### config.mk
export PLATFORM = sky130hd
export DESIGN_NAME = spi_burst_ctrl
export DESIGN_NICKNAME = d
export VERILOG_FILES = /design/src/rtl/spi_pkg.sv /design/src/rtl/spi_byte_fifo.sv /design/src/rtl/spi_burst_ctrl.sv
export SDC_FILE = /design/constraint.sdc
export NUM_CORES = 1
export LEC_CHECK = 0
export ABC_AREA = 1
export BUFFER_PORTS_ARGS = -buffer_cell sky130_fd_sc_hd__buf_4
export CORE_UTILIZATION = 25
export CTS_BUF_LIST = sky130_fd_sc_hd__clkbuf_4 sky130_fd_sc_hd__clkbuf_8
export DETAILED_ROUTE_END_ITERATION = 12
export SYNTH_ARGS = -nofsm -noshare
export SYNTH_HDL_FRONTEND = slang
export SYNTH_SLANG_ARGS = --single-unit
### constraint.sdc
create_clock -name clk -period 3.2 [get_ports clk]
set_input_delay 0.32 -clock clk [delete_from_list [all_inputs] [get_ports clk]]
set_output_delay 0.32 -clock clk [all_outputs]
set_load 0.05 [all_outputs]
### src/rtl/spi_pkg.sv
// spi_pkg: shared types and constants for the SPI burst sequencer.
//   spi_burst_state_t : burst FSM states
//   SPI_FILL_DEFAULT  : byte sent when no host TX data is available
//   SPI_MIN_DIV       : minimum clk count before the engine samples its byte input
package spi_pkg;
    typedef enum logic [2:0] {IDLE, PRIME, RUN, CAPTURE, DRAIN, DONE} spi_burst_state_t;
    localparam logic [7:0] SPI_FILL_DEFAULT = 8'hFF;
    localparam int SPI_MIN_DIV = 10;
endpackage

### src/rtl/spi_byte_fifo.sv
// spi_byte_fifo: synchronous show-ahead FIFO.
//   clk, rst                       : clock, synchronous active-high reset
//   in_data/in_valid/in_ready      : push side (fires on valid & ready)
//   out_data/out_valid/out_ready   : pop side, out_data is the head while out_valid
// A push is accepted when full if a pop fires in the same cycle.
module spi_byte_fifo #(
    parameter int DEPTH = 16,
    parameter int WIDTH = 8
) (
    input  logic             clk,
    input  logic             rst,
    input  logic [WIDTH-1:0] in_data,
    input  logic             in_valid,
    output logic             in_ready,
    output logic [WIDTH-1:0] out_data,
    output logic             out_valid,
    input  logic             out_ready
);
    localparam int AW = $clog2(DEPTH);
    logic [WIDTH-1:0] mem_q [DEPTH];
    logic [AW-1:0]    wr_q, rd_q;
    logic [AW:0]      cnt_q;
    logic             push, pop;
    assign out_valid = cnt_q != '0;
    assign pop       = out_ready && out_valid;
    assign in_ready  = cnt_q != (AW+1)'(DEPTH) || pop;
    assign push      = in_valid && in_ready;
    assign out_data  = out_valid ? mem_q[rd_q] : '0;
    always_ff @(posedge clk) begin
        if (push) mem_q[wr_q] <= in_data;
    end
    always_ff @(posedge clk) begin
        if (rst) begin
            wr_q  <= '0;
            rd_q  <= '0;
            cnt_q <= '0;
        end else begin
            if (push) wr_q <= wr_q + AW'(1);
            if (pop) rd_q <= rd_q + AW'(1);
            cnt_q <= cnt_q + (AW+1)'(push) - (AW+1)'(pop);
        end
    end
endmodule

### src/rtl/spi_burst_ctrl.sv
// spi_burst_ctrl: burst sequencer feeding a byte-level SPI engine from a TX FIFO
// and collecting received bytes into an RX FIFO, one CS assertion per burst.
//   host TX   : tx_data, tx_valid, tx_ready
//   host RX   : rx_data, rx_valid, rx_ready
//   command   : cmd_len, cmd_msb_first, cmd_valid, cmd_ready
//   status    : busy, done (1-cycle pulse), rx_ovf (sticky, cleared on next command)
//   engine    : eng_byte_2_send, eng_byte_received, eng_new_byte, eng_ena,
//               eng_end_trans, eng_msb_lsb
// Optional macro SPI_BURST_STATS_EN adds stat_bytes (wrapping capture count) and
// stat_fill (saturating fill-byte count), both cleared only by rst.
module spi_burst_ctrl
    import spi_pkg::*;
#(
    parameter int         FIFO_DEPTH = 16,
    parameter int         LEN_W      = 8,
    parameter logic [7:0] FILL_BYTE  = SPI_FILL_DEFAULT
) (
    input  logic             clk,
    input  logic             rst,
    input  logic [7:0]       tx_data,
    input  logic             tx_valid,
    output logic             tx_ready,
    output logic [7:0]       rx_data,
    output logic             rx_valid,
    input  logic             rx_ready,
    input  logic [LEN_W-1:0] cmd_len,
    input  logic             cmd_msb_first,
    input  logic             cmd_valid,
    output logic             cmd_ready,
    output logic             busy,
    output logic             done,
    output logic             rx_ovf,
    output logic [7:0]       eng_byte_2_send,
    input  logic [7:0]       eng_byte_received,
    input  logic             eng_new_byte,
    output logic             eng_ena,
    input  logic             eng_end_trans,
`ifdef SPI_BURST_STATS_EN
    output logic [31:0]      stat_bytes,
    output logic [15:0]      stat_fill,
`endif
    output logic             eng_msb_lsb
);
    spi_burst_state_t state_q, state_d;
    logic [LEN_W-1:0] rem_q, rem_d;
    logic [7:0]       byte_q, byte_d;
    logic             ena_q, ena_d, msb_q, msb_d, ovf_q, ovf_d, end_q;
    logic [7:0]       tx_head;
    logic             tx_avail, tx_pop, rx_push, rx_in_ready, load, end_rise;
    logic             unused_new_byte;
    assign unused_new_byte = eng_new_byte;
    assign end_rise = eng_end_trans && !end_q;
    spi_byte_fifo #(.DEPTH(FIFO_DEPTH), .WIDTH(8)) u_tx (
        .clk(clk), .rst(rst),
        .in_data(tx_data), .in_valid(tx_valid), .in_ready(tx_ready),
        .out_data(tx_head), .out_valid(tx_avail), .out_ready(tx_pop)
    );
    spi_byte_fifo #(.DEPTH(FIFO_DEPTH), .WIDTH(8)) u_rx (
        .clk(clk), .rst(rst),
        .in_data(eng_byte_received), .in_valid(rx_push), .in_ready(rx_in_ready),
        .out_data(rx_data), .out_valid(rx_valid), .out_ready(rx_ready)
    );
    always_comb begin
        state_d = state_q;
        rem_d   = rem_q;
        byte_d  = byte_q;
        ena_d   = ena_q;
        msb_d   = msb_q;
        ovf_d   = ovf_q;
        tx_pop  = 1'b0;
        rx_push = 1'b0;
        load    = 1'b0;
        case (state_q)
            IDLE: if (cmd_valid) begin
                rem_d   = cmd_len;
                msb_d   = cmd_msb_first;
                ovf_d   = 1'b0;
                state_d = cmd_len == '0 ? DONE : PRIME;
            end
            PRIME: begin
                load    = 1'b1;
                ena_d   = 1'b1;
                state_d = RUN;
            end
            RUN: if (end_rise) state_d = CAPTURE;
            CAPTURE: begin
                rx_push = 1'b1;
                if (!rx_in_ready) ovf_d = 1'b1;
                rem_d = rem_q - LEN_W'(1);
                // ena stays high between bytes so the engine keeps CS asserted
                if (rem_d != '0) begin
                    load    = 1'b1;
                    state_d = RUN;
                end else begin
                    ena_d   = 1'b0;
                    state_d = DRAIN;
                end
            end
            DRAIN: if (!eng_end_trans) state_d = DONE;
            DONE: state_d = IDLE;
            default: state_d = IDLE;
        endcase
        if (load) begin
            tx_pop = tx_avail;
            byte_d = tx_avail ? tx_head : FILL_BYTE;
        end
    end
    always_ff @(posedge clk) begin
        if (rst) begin
            state_q <= IDLE;
            rem_q   <= '0;
            byte_q  <= '0;
            ena_q   <= 1'b0;
            msb_q   <= 1'b1;
            ovf_q   <= 1'b0;
            end_q   <= 1'b0;
        end else begin
            state_q <= state_d;
            rem_q   <= rem_d;
            byte_q  <= byte_d;
            ena_q   <= ena_d;
            msb_q   <= msb_d;
            ovf_q   <= ovf_d;
            end_q   <= eng_end_trans;
        end
    end
    assign cmd_ready       = state_q == IDLE;
    assign busy            = state_q != IDLE;
    assign done            = state_q == DONE;
    assign rx_ovf          = ovf_q;
    assign eng_ena         = ena_q;
    assign eng_byte_2_send = byte_q;
    assign eng_msb_lsb     = msb_q;
`ifdef SPI_BURST_STATS_EN
    logic [31:0] bytes_q;
    logic [15:0] fill_q;
    always_ff @(posedge clk) begin
        if (rst) begin
            bytes_q <= '0;
            fill_q  <= '0;
        end else begin
            if (state_q == CAPTURE) bytes_q <= bytes_q + 32'd1;
            if (load && !tx_avail && fill_q != 16'hFFFF) fill_q <= fill_q + 16'd1;
        end
    end
    assign stat_bytes = bytes_q;
    assign stat_fill  = fill_q;
`endif
endmodule
# Yosys cells after proc, flatten, opt, wreduce, memory -nomap -nowiden
# Memory sizes are Yosys's and may differ from the RTL's. A register that Yosys moved wholly into a read port is not among the register bits.
# Index checks and enable logic that the tools add are counted.
# totals
memories	2
mem_bits_rw	256
input_bits	32
out_inout_bits	24
elab_cells	84
ff_bits	49
# op_classes
eq_ne	12
addsub	9
reduce_logical	21
muxes	27
# mem_list
name	depth	width	read_ports	rd_clocked_by_memory_dff	wr	line	text
u_rx.mem_q	16	8	1	1	1	spi_byte_fifo.sv:20	logic [WIDTH-1:0] mem_q [DEPTH];
u_tx.mem_q	16	8	1	1	1	spi_byte_fifo.sv:20	
# op_table
operator	count
$mux 8	3
$add 4x1->4 const B	4
$mux 4	4
$pmux 8 s2	1
$mux 3	5
$pmux 3 s5	1
$add 5x1->5	2
$mux 1	10
$ne 2x2->1 const B	5
$ne 5x5->1 const B	2
$reduce_bool 5->1	2
$sub 5x1->5	2
$logic_not 8->1	1
$reduce_bool 8->1	1
$sub 8x1->8 const B	1
$eq 3x2->1 const B	2
$eq 3x3->1 const B	2
$pmux 1 s2	3
$reduce_and 2->1	3
$reduce_and 3->1	2
$logic_and 1x1->1	5
$reduce_bool 2->1	2
$eq 3x1->1 const B	1
$logic_not 3->1	1
3 further kinds	4

# Logic depth before layout (Yosys ltp)
# depth
word_depth	10
ltp_mapped	22
mapped_depth_nobuf	22

# Hierarchy
# A second synthesis with hierarchy kept.
# unflattened
cells_unflattened	1267
area_unflattened_um2	13487.9
# modules_own_cells
mod	cells_per_inst	seq_area_each_um2	instances	area_each_um2
spi_byte_fifo	541	4184.0	2	6075.8
spi_burst_ctrl	185	460.4	1	1336.3

# Least setup slack after synthesis
# No wires, ideal clock.
# synth_path
path_type	flip-flop to flip-flop
start	register rem_q[0]
end	register u_tx.cnt_q[4]
arrival_ns	2.762
n_path_buf	0
path_slack_ns	0.310
t_required_ns	3.072
period_less_slack_ns	2.890
path_stages_with_launch	23
setup_time_ns	0.128
path_cell_list	dfxtp_1 inv_1 ha_1 inv_1 nand2_1 nand3_1 nor2_1 nand2_1 nor2_1 nand2_1 nand2_2 nand2_4 nand2_4 inv_2 ha_1 inv_1 ha_1 inv_1 fa_1 nor3_1 a211oi_1 o21ai_0 a21oi_1
# synth_via
elab_chain_len	10
# synth_rtl
element	line	text
start, declared	spi_burst_ctrl.sv:45	logic [LEN_W-1:0] rem_q, rem_d;
start signal, assigned	spi_burst_ctrl.sv:119	rem_q <= rem_d;
$sub 8x1->8 (*)	spi_burst_ctrl.sv:89	rem_d = rem_q - LEN_W'(1);
$reduce_bool 8->1 (*)	spi_burst_ctrl.sv:91	if (rem_d != '0) begin
$mux 1 (*)	spi_burst_ctrl.sv:91	
$pmux 1 s2 (*)	spi_burst_ctrl.sv:73	case (state_q)
$mux 1 (*)	spi_burst_ctrl.sv:103	if (load) begin
$logic_and 1x1->1 (*)	spi_byte_fifo.sv:25	assign pop = out_ready && out_valid;
named net u_tx.pop	spi_byte_fifo.sv:23	logic push, pop;
$logic_or 1x1->1	spi_byte_fifo.sv:26	assign in_ready = cnt_q != (AW+1)'(DEPTH) || pop;
$logic_and 1x1->1	spi_byte_fifo.sv:27	assign push = in_valid && in_ready;
$add 5x1->5	spi_byte_fifo.sv:40	cnt_q <= cnt_q + (AW+1)'(push) - (AW+1)'(pop);
$sub 5x1->5 (*)	spi_byte_fifo.sv:40	
end signal, assigned	spi_byte_fifo.sv:40	
end, declared	spi_byte_fifo.sv:22	logic [AW:0] cnt_q;
# Mark *: on every way through the listed nets, which the timed path passes. The rest lies on a longest branch.
# A chain may end at the register's enable or synchronous reset.

# Final worst setup path
# Same ends and word-level chain as after synthesis.

==> flow_metrics.tcl <==
set metrics [dict create \
    outcome "finished, final reports clean" \
    grt.overflow.total 0 \
    synth-async-reset-ratio_pct 0 \
    htree_levels 2 \
    grt_pass1_wl_um 48200 \
    cp_data_required_time_ns 3.67 \
    hold_class "in2reg" \
    via_count 8716 \
    synthTopCellsByArea "edfxtp_1 (60%), dfxtp_1 (8.9%), nor2_1 (6.2%)" \
    die-area_um2 52400 \
    p_per_area_nw_per_um2 750 \
    post-route-period-util_pct 93.2 \
    cts_buffer_depth 3 \
    syn2layout_area_growth_pct 20.1 \
    grt_use_met2_pct 19.2 \
    drtPass1Iterations 4 \
    cp_max_fo 5 \
    fill_cells 5174 \
    grt_use_met3_pct 2.82 \
    crit_type "reg2reg" \
    clk-insertion-delay-late_ns 0.60 \
    clock_skew_ns 0.0305 \
    stdcell_area_um2 15500 \
    synth_seq_cells 313 \
    grt_use_total_pct 11.7 \
    ys_warn_count 0 \
    dp.cells 1833 \
    ys_types 41 \
    layout.nets 1276 \
    irDropWorstVdd_v 0.000411 \
    slew_viol_final 0 \
    final_common_cell "edfxtp_1" \
    drive_gt1_share_pct 17.4 \
    cts_tree "done" \
    grt_max_degree 65 \
    timing.hold.ws_ns 0.0414 \
    dpl.hpwl_um 19200 \
    crit_slowest_cell "fa_2" \
    drtIter0Drc 595 \
    cp_num_buf_inv 5 \
    wl_um 30800 \
    clk_pin_slew_ns 0.06 \
    grt_pass1_vias 8699 \
    wire_per_inst_um 15.9 \
    syn_area_um2 12900 \
    hold_viol 0 \
    crit_chain "inv_1 -> ha_4 -> inv_1 -> nand2_1 -> nand3_1 -> nor2_1 -> nand2_1 -> nor2_2 -> nand2_1 -> nand2_2 -> nand2_4 -> nand2_4 -> inv_2 -> ha_1 -> inv_1 -> ha_1 -> inv_1 -> fa_2 -> nor3_2 -> a211oi_1 -> o21ai_0 -> a21oi_1" \
    grt-busiest-layer "met2" \
    dpl-instance-area_um2 14200 \
    layout.cells.non_filler 1932 \
    antenna_found_initial 1 \
    num_antenna_cells 0 \
    fmax_mhz 335 \
    synth_top_area_cell "edfxtp_1" \
    leakage_uw 0.00540 \
    slew-limit-headroom_pct 35.8 \
    die_h_um 229 \
    setup_viol_count_final 0 \
    ios 56 \
    yosys.area.top_type_share_pct 59.7 \
    via_per_inst 4.51 \
    crit_path_max_incr_delay_ns 0.38 \
    arrival_ns 3.45 \
    total_power_uw 11600 \
    avgSynthCellArea_um2 11.5 \
    numCtsBuffers 51 \
    seq_area_frac_synth_pct 68.6 \
    synthCells 1118 \
    portBuffers 54 \
    cp_top_family "adder cells" \
    met1_usage_pct 15.1 \
    synth_nets 1176 \
    ant_nets 0 \
    root_buffer "clkbuf_8" \
    place.gp.congestion 0.819 \
    cpMostUsedCell "inv_1" \
    start_util_pct 25.5 \
    synth_ff_type "edfxtp_1" \
    row_count 82 \
    worst_pin_slew_ns 0.962 \
    synth_edf_count 256 \
    max-cap-violations 0 \
    die_w_um 229 \
    coreArea_um2 50500 \
    cts_sinks 313 \
    fin_crit_ns 2.98 \
    cp-end-kind "flop" \
    crit_path_start_kind "flop" \
    fin_util_pct 30.6 \
    layout_common_cells "edfxtp_1 (256), nor2_1 (211), o21ai_0 (156), buf_4 (95), nand2_1 (82)" \
    drcViolationCount 0 \
]
[kinds of logic after synthesis]
group | Yosys count | synth area share [%]
flops | 313 | 68.6
fa+ha+maj | 26 | 2.64
simple gates | 365 | 12.0
compound gates | 284 | 12.5
xor+xnor | 7 | 0.476
buf+inv | 123 | 3.76
[flip-flops by register name, summed over array words and instances (netlist names), named ones only]
name / cells
u_tx.wr_q: 4
u_rx.cnt_q: 5
state_q: 3
eng_ena: 1
u_tx.cnt_q: 5
end_q: 1
rem_q: 8
u_rx.wr_q: 4
eng_msb_lsb: 1
eng_byte_2_send: 8
u_tx.rd_q: 4
u_rx.mem_q: 128
u_rx.rd_q: 4
u_tx.mem_q: 128
rx_ovf: 1
[worst paths after layout]
check / to / startpoint / cells past startpoint / slack (ns)
worst max-delay path: u_tx.cnt_q[4]$_SDFF_PP0_ / rem_q[0]$_SDFFE_PP0P_ / 22 / 0.22
worst min-delay path: u_tx.wr_q[0]$_SDFFE_PP0P_ / tx_valid / 4 / 0.04
worst max register to register: u_tx.cnt_q[4]$_SDFF_PP0_ / rem_q[0]$_SDFFE_PP0P_ / 22 / 0.22
worst min register to register: eng_msb_lsb$_SDFFE_PP1P_ / eng_msb_lsb$_SDFFE_PP1P_ / 2 / 0.47
[power breakdown]
| part | internal, µW | switching (µW) | leakage [µW] |
|---|---|---|---|
| sequential | 4600 | 117 | 0.00278 |
| combinational | 951 | 2080 | 0.00203 |
| clock | 2210 | 1630 | 0.000598 |
[through the flow]
| stage | TNS (ns) | setup slack [ns] |
|---|---|---|
| final | 0 | 0.216 |
| after floorplan | 0 | 0.310 |
| after detailed placement | 0 | 0.0421 |
| after global routing | -0.00694 | -0.00694 |
| after CTS | 0 | 0.0128 |
| after global placement | 0 | 0.106 |
[cell type report]
class                           instances  area (µm²)  share of cell area [%]
Inverter                               69         259                    1.68
Timing Repair Buffer                  101         793                    5.13
Tap cell                              672         841                    5.44
Sequential cell                       313        8830                    57.1
Clock buffer                           72         935                    6.05
Clock inverter                         23         214                    1.38
Multi-Input combinational cell        682        3580                    23.2
[tightest hold or removal path, cell delays in order]
cell	delay, ns
buf_4	0.11
nand3_1	0.07
nand2_1	0.05
nor2_1	0.03
[Yosys cell counts (2+ instances only)]
library cell,n
a211oi_1,2
a21oi_1,42
a31oi_1,5
buf_1,3
buf_2,3
clkbuf_1,46
dfxtp_1,57
edfxtp_1,256
fa_1,2
ha_1,24
inv_1,59
inv_2,9
nand2_1,82
nand2_2,10
nand2_4,2
nand3_1,35
nand3b_1,2
nand4_1,2
nor2_1,212
nor2_2,5
nor2_4,2
nor3_1,5
nor3b_1,2
nor4_1,3
o211ai_1,2
o21ai_0,156
o21ai_1,8
o221ai_1,33
o22ai_1,32
xor2_1,6
[timing repair]
action                                 4_1_cts  5_1_grt
setup endpoints to repair                    0        1
endpoints found under the hold margin        5        0
hold buffers                                 4        0
buffers inserted                             0        0
resized for setup                            0        6
[layer usage]
layer / wire [µm] / up-vias / share of wire [%]
met4: 709 / 2 / 2.3
met3: 1760 / 57 / 5.7
li1: - / 4218 / -
met1: 13800 / 4209 / 45
met5: 10 / - / 0.032
met2: 14600 / 230 / 47
(Power assumes the default switching activity.)
